### src/rtl/uart_fromhost_rx.sv
// Host-to-core UART receiver: 8N1, LSB first, four bytes assembled into a
// little-endian 32-bit word offered to the core over a valid/ready handshake.
module uart_fromhost_rx #(
  parameter int unsigned CLK_HZ = 25000000,
  parameter int unsigned BAUD   = 115200
) (
  input  logic        CLK,
  input  logic        RST,
  input  logic        RXD,
  output logic [31:0] FROMHOST,
  output logic        FROMHOST_VALID,
  input  logic        FROMHOST_READY,
  output logic        FRAME_ERR,
  output logic        OVERRUN
);

  localparam int unsigned N  = CLK_HZ / BAUD;
  localparam int unsigned H  = N / 2;
  localparam int unsigned CW = (N > 1) ? $clog2(N) : 1;

  localparam logic [CW-1:0] N_M1 = CW'(N - 1);
  localparam logic [CW-1:0] H_M1 = CW'(H - 1);

  localparam logic [2:0] S_IDLE      = 3'd0;
  localparam logic [2:0] S_START     = 3'd1;
  localparam logic [2:0] S_DATA      = 3'd2;
  localparam logic [2:0] S_STOP      = 3'd3;
  localparam logic [2:0] S_WAIT_IDLE = 3'd4;

  if (N < 4) begin : g_n_check
    $error("uart_fromhost_rx: CLK_HZ/BAUD must be at least 4");
  end

  logic          rx_meta_q, rx_s_q;
  logic [2:0]    state_q, state_d;
  logic [CW-1:0] cnt_q, cnt_d;
  logic [2:0]    bit_idx_q, bit_idx_d;
  logic [7:0]    shift_q, shift_d;
  logic [1:0]    k_q, k_d;
  logic [31:0]   stage_q, stage_d;
  logic [31:0]   out_q, out_d;
  logic          valid_q, valid_d;
  logic          ferr_q, ferr_d;
  logic          ovr_q, ovr_d;
  logic          byte_ok;
  logic          accept;

  always_ff @(posedge CLK or posedge RST) begin
    if (RST) begin
      rx_meta_q <= 1'b1;
      rx_s_q    <= 1'b1;
    end else begin
      rx_meta_q <= RXD;
      rx_s_q    <= rx_meta_q;
    end
  end

  // Receive FSM: byte_ok flags a good stop bit with the byte still in shift_q.
  always_comb begin
    state_d   = state_q;
    cnt_d     = cnt_q;
    bit_idx_d = bit_idx_q;
    shift_d   = shift_q;
    ferr_d    = 1'b0;
    byte_ok   = 1'b0;
    case (state_q)
      S_IDLE: begin
        if (!rx_s_q) begin
          cnt_d   = '0;
          state_d = S_START;
        end
      end
      S_START: begin
        if (cnt_q == H_M1) begin
          if (!rx_s_q) begin
            cnt_d     = '0;
            bit_idx_d = '0;
            state_d   = S_DATA;
          end else begin
            state_d = S_IDLE;
          end
        end else begin
          cnt_d = cnt_q + CW'(1);
        end
      end
      S_DATA: begin
        if (cnt_q == N_M1) begin
          cnt_d   = '0;
          shift_d = {rx_s_q, shift_q[7:1]};
          if (bit_idx_q == 3'd7) begin
            state_d = S_STOP;
          end else begin
            bit_idx_d = bit_idx_q + 3'd1;
          end
        end else begin
          cnt_d = cnt_q + CW'(1);
        end
      end
      S_STOP: begin
        if (cnt_q == N_M1) begin
          cnt_d = '0;
          if (rx_s_q) begin
            byte_ok = 1'b1;
            state_d = S_IDLE;
          end else begin
            ferr_d  = 1'b1;
            state_d = S_WAIT_IDLE;
          end
        end else begin
          cnt_d = cnt_q + CW'(1);
        end
      end
      S_WAIT_IDLE: begin
        if (rx_s_q) state_d = S_IDLE;
      end
      default: state_d = S_IDLE;
    endcase
  end

  // Word assembler and output slot; a load may coincide with an accept.
  always_comb begin
    k_d     = k_q;
    stage_d = stage_q;
    out_d   = out_q;
    valid_d = valid_q;
    ovr_d   = 1'b0;
    accept  = valid_q & FROMHOST_READY;
    if (accept) valid_d = 1'b0;
    if (ferr_d) k_d = '0;
    if (byte_ok) begin
      case (k_q)
        2'd0:    stage_d[7:0]   = shift_q;
        2'd1:    stage_d[15:8]  = shift_q;
        2'd2:    stage_d[23:16] = shift_q;
        default: stage_d[31:24] = shift_q;
      endcase
      k_d = k_q + 2'd1;
      if (k_q == 2'd3) begin
        if (!valid_q || accept) begin
          out_d   = {shift_q, stage_q[23:0]};
          valid_d = 1'b1;
        end else begin
          ovr_d = 1'b1;
        end
      end
    end
  end

  always_ff @(posedge CLK or posedge RST) begin
    if (RST) begin
      state_q   <= S_IDLE;
      cnt_q     <= '0;
      bit_idx_q <= '0;
      shift_q   <= '0;
      k_q       <= '0;
      stage_q   <= '0;
      out_q     <= '0;
      valid_q   <= 1'b0;
      ferr_q    <= 1'b0;
      ovr_q     <= 1'b0;
    end else begin
      state_q   <= state_d;
      cnt_q     <= cnt_d;
      bit_idx_q <= bit_idx_d;
      shift_q   <= shift_d;
      k_q       <= k_d;
      stage_q   <= stage_d;
      out_q     <= out_d;
      valid_q   <= valid_d;
      ferr_q    <= ferr_d;
      ovr_q     <= ovr_d;
    end
  end

  assign FROMHOST       = out_q;
  assign FROMHOST_VALID = valid_q;
  assign FRAME_ERR      = ferr_q;
  assign OVERRUN        = ovr_q;

endmodule

### config.mk
export PLATFORM = sky130hd
export DESIGN_NAME = uart_fromhost_rx
export DESIGN_NICKNAME = d
export VERILOG_FILES = /design/src/rtl/uart_fromhost_rx.sv
export SDC_FILE = /design/constraint.sdc
export NUM_CORES = 1
export LEC_CHECK = 0
export CORE_MARGIN = 2
export CORE_UTILIZATION = 43
export CTS_CLUSTER_SIZE = 14
export DETAILED_ROUTE_END_ITERATION = 6
export GPL_TIMING_DRIVEN = 0
export PLACE_DENSITY_LB_ADDON = 0.12
export SLEW_MARGIN = 20
export SYNTH_ARGS = -nofsm -noshare
export SYNTH_HDL_FRONTEND = slang
export SYNTH_SLANG_ARGS = --single-unit
### constraint.sdc
create_clock -name CLK -period 7 [get_ports CLK]
set_input_delay 1.4 -clock CLK [delete_from_list [all_inputs] [get_ports CLK]]
set_output_delay 1.4 -clock CLK [all_outputs]
set_load 0.1 [all_outputs]
==> flow_summary.json <==
{
  "critPathMaxStageDelay_ns": 1.14,
  "syn_nets": 275,
  "ys_warn_count": 0,
  "grt-busiest-layer": "met2",
  "cts_tree": "done",
  "syn_avg_cell_area_um2": 14.0,
  "grt_overflow": 0,
  "grt_use_met2": 0.277,
  "area_delta_synth_final_pct": 20.1,
  "crit_family": "buffers and inverters",
  "gp_congestion": 0.807,
  "final.setup.tns_ns": 0,
  "synth-compound-area-share": 0.0731,
  "n_fill_cell": 726,
  "finalCritPeriodShare": 0.464,
  "postCtsSetupRepairBufs": 0,
  "synth_top_family_by_area": "multiplexers",
  "drtIter0Drc": 32,
  "ys_types": 53,
  "start_util": 0.446,
  "hold_class": "reg2reg",
  "synth_edf_count": 0,
  "cp_slowest_cell": "clkdlybuf4s50_1",
  "cts_made_buffers": 9,
  "muxShareOfSynthArea": 0.202,
  "grt_pass1_vias": 2269,
  "finalNonFillerCells": 423,
  "n_antenna_cell": 0,
  "clock_skew_ns": 0.0130,
  "tightest_slew_ns": 0.969,
  "powerDensity_mw_per_mm2": 194,
  "max_cap_violations": 0,
  "grt_max_degree": 59,
  "clk_pin_slew_worst_paths_ns": 0.09,
  "crit_path_end_kind": "output port",
  "path_cells": "clkdlybuf4s50_1",
  "grtUsageMet1": 0.203,
  "ys_async_sr_fraction": 1.00,
  "fin_nets": 325,
  "port_buffers": 38,
  "ys_seq_area_frac": 0.579,
  "fmax_mhz": 308,
  "dp_cells": 407,
  "routed_via_density": 5.38,
  "grt_usage": 0.164,
  "power.total_w": 0.000856,
  "p_leak_nw": 2.13,
  "ir_drop_mv": 0.0921,
  "finalSetupViolCount": 0,
  "chipWidth_um": 96.5,
  "synth_fa_ha_area_frac": 0.0272,
  "reg2reg_depth": 8,
  "vias": 2274,
  "antenna_found_initial": 0,
  "status": "complete, no violations",
  "ys_ff_latch": 85,
  "ctsResizeCount": 0,
  "relSlewSlack": 0.352,
  "cts.path.max_buffers": 2,
  "finalInstanceArea_mm2": 0.00442,
  "required_ns": 5.60,
  "worstPathArrival_ns": 1.85,
  "critPathBufInv": 1,
  "r2r_start": "cnt_q[0]",
  "drive_above_1_share": 0.233,
  "syn_area_mm2": 0.00368,
  "synthXorXnorAreaFrac": 0.00238,
  "pin_count": 39,
  "core_region_area_mm2": 0.00826,
  "die_height_um": 96.5,
  "hold_ws_ns": 0.346,
  "htreeDepth": 3,
  "grt_pass1_wl_um": 11500,
  "rows": 33,
  "report.final.slew_viol_count": 0,
  "period_needed_ns": 3.25,
  "hold_depth": 0,
  "met3_usage": 0.0497,
  "cts_sinks": 85,
  "placed_area_mm2": 0.00422,
  "worstHoldStart": "rx_meta_q",
  "rsz0062_at_grt": "no",
  "holdBufCountCts": 0,
  "min_to": "rx_s_q",
  "drt_pass1_iterations": 4,
  "cp_max_fo": 2,
  "ant_nets": 0,
  "synth-simple-area-share": 0.0850,
  "netlist_instances": 263,
  "worstReg2RegEnd": "FROMHOST[21]",
  "cp_num_cells": 1,
  "hpwl_um": 4680,
  "clk_latency_ns": 0.35,
  "startpoint_type": "flip-flop",
  "clock-root-buffer": "clkbuf_8",
  "hold_viol_final": 0,
  "wl_um": 6750,
  "r2r_setup_slack_ns": 4.70,
  "critical_path_class": "reg2out",
  "die-area_mm2": 0.00932,
  "wl_per_cell_um": 15.9,
  "drcViolationCount": 0,
  "ys.flop_type": "dfrtp_1"
}
## placed cells by master (no fill, tap or decap), types with 3 or more instances in the layout
| cell type | count |
|---|---|
| nand2_1 | 9 |
| clkbuf_1 | 3 |
| o21ai_0 | 7 |
| dfrtp_1 | 83 |
| nand3_1 | 6 |
| clkinvlp_4 | 3 |
| a21oi_1 | 4 |
| inv_1 | 9 |
| clkdlybuf4s50_1 | 38 |
| a22o_1 | 3 |
| ha_1 | 8 |
| nand2b_1 | 3 |
| mux2_2 | 36 |
| buf_8 | 3 |
| nand3b_1 | 3 |
| nor2_1 | 6 |
| buf_2 | 3 |
| mux2_1 | 30 |
| clkbuf_8 | 9 |
## cell usage after synthesis, types with 2 or more instances
master	number	share of area
mux2_2	36	0.11
or3_1	2	0.0034
a21oi_1	4	0.0054
nor4_2	2	0.0068
nand2_1	9	0.0092
buf_8	3	0.012
a22o_1	3	0.0071
nand3b_1	3	0.0061
a311oi_1	2	0.0048
o21ai_0	7	0.0095
inv_1	10	0.010
mux2_1	30	0.092
a211o_1	2	0.0048
ha_1	8	0.027
nand3_1	6	0.0082
o211a_1	2	0.0054
buf_2	3	0.0041
dfrtp_1	83	0.56
nor2_1	6	0.0061
o311ai_0	2	0.0048
dfstp_2	2	0.014
nand2b_1	3	0.0051
nor3_1	2	0.0027
clkbuf_1	2	0.0020
o21bai_1	2	0.0041
or3b_2	2	0.0048
## power by group
part           switching [W]  internal [W]
registers        0.000000526      0.000492
logic              0.0000113    0.00000405
clock network       0.000181      0.000167
total               0.000193      0.000663
## metrics by stage
step                 util  setup WS [ns]
global route        0.535           3.67
finish              0.535           3.75
global placement    0.508           2.02
CTS                 0.535           3.72
detailed placement  0.511           4.05
floorplan               -           3.41
## layout make-up
| type | count | area, um^2 | area share |
|---|---|---|---|
| timing repair buffer | 39 | 408 | 0.0923 |
| clock inverter | 6 | 70.1 | 0.0159 |
| sequential | 85 | 2130 | 0.482 |
| inverter | 10 | 40.0 | 0.00906 |
| buffer | 10 | 80.1 | 0.0181 |
| tap | 105 | 131 | 0.0297 |
| clock buffer | 10 | 128 | 0.0289 |
| multi-input combinational | 158 | 1430 | 0.324 |
## state kept, by name (all words and copies together), names as in the netlist, 2 cells and up
register / count
FROMHOST: 32
stage_q: 24
cnt_q: 8
shift_q: 8
bit_idx_q: 3
state_q: 3
k_q: 2
## layer usage
| metal | vias up | share of wire |
|---|---|---|
| met4 | 0 | 0.012 |
| met3 | 7 | 0.033 |
| met1 | 1170 | 0.44 |
| li1 | 1063 | - |
| met5 | - | 0 |
| met2 | 34 | 0.51 |
## worst max-delay path by stage
stage,end,slack (ns),startpoint
floorplan,FRAME_ERR,3.41,RST
global placement,FROMHOST[18],2.02,RST
detailed placement,FROMHOST[11],4.05,FROMHOST_READY
CTS,FROMHOST[1],3.72,FROMHOST[1]
global route,FROMHOST[15],3.67,FROMHOST[15]
finish,FROMHOST[15],3.75,FROMHOST[15]
## logic make-up after synthesis
| group | after synthesis |
|---|---|
| adder cells (fa/ha/maj) | 8 |
| buffers and inverters | 20 |
| AO/OA/AOI/OAI | 36 |
| AND/OR/NAND/NOR | 47 |
| flip-flops | 85 |
| XOR/XNOR | 1 |
| multiplexers | 66 |
No activity file was read; power rests on OpenSTA's default activity.
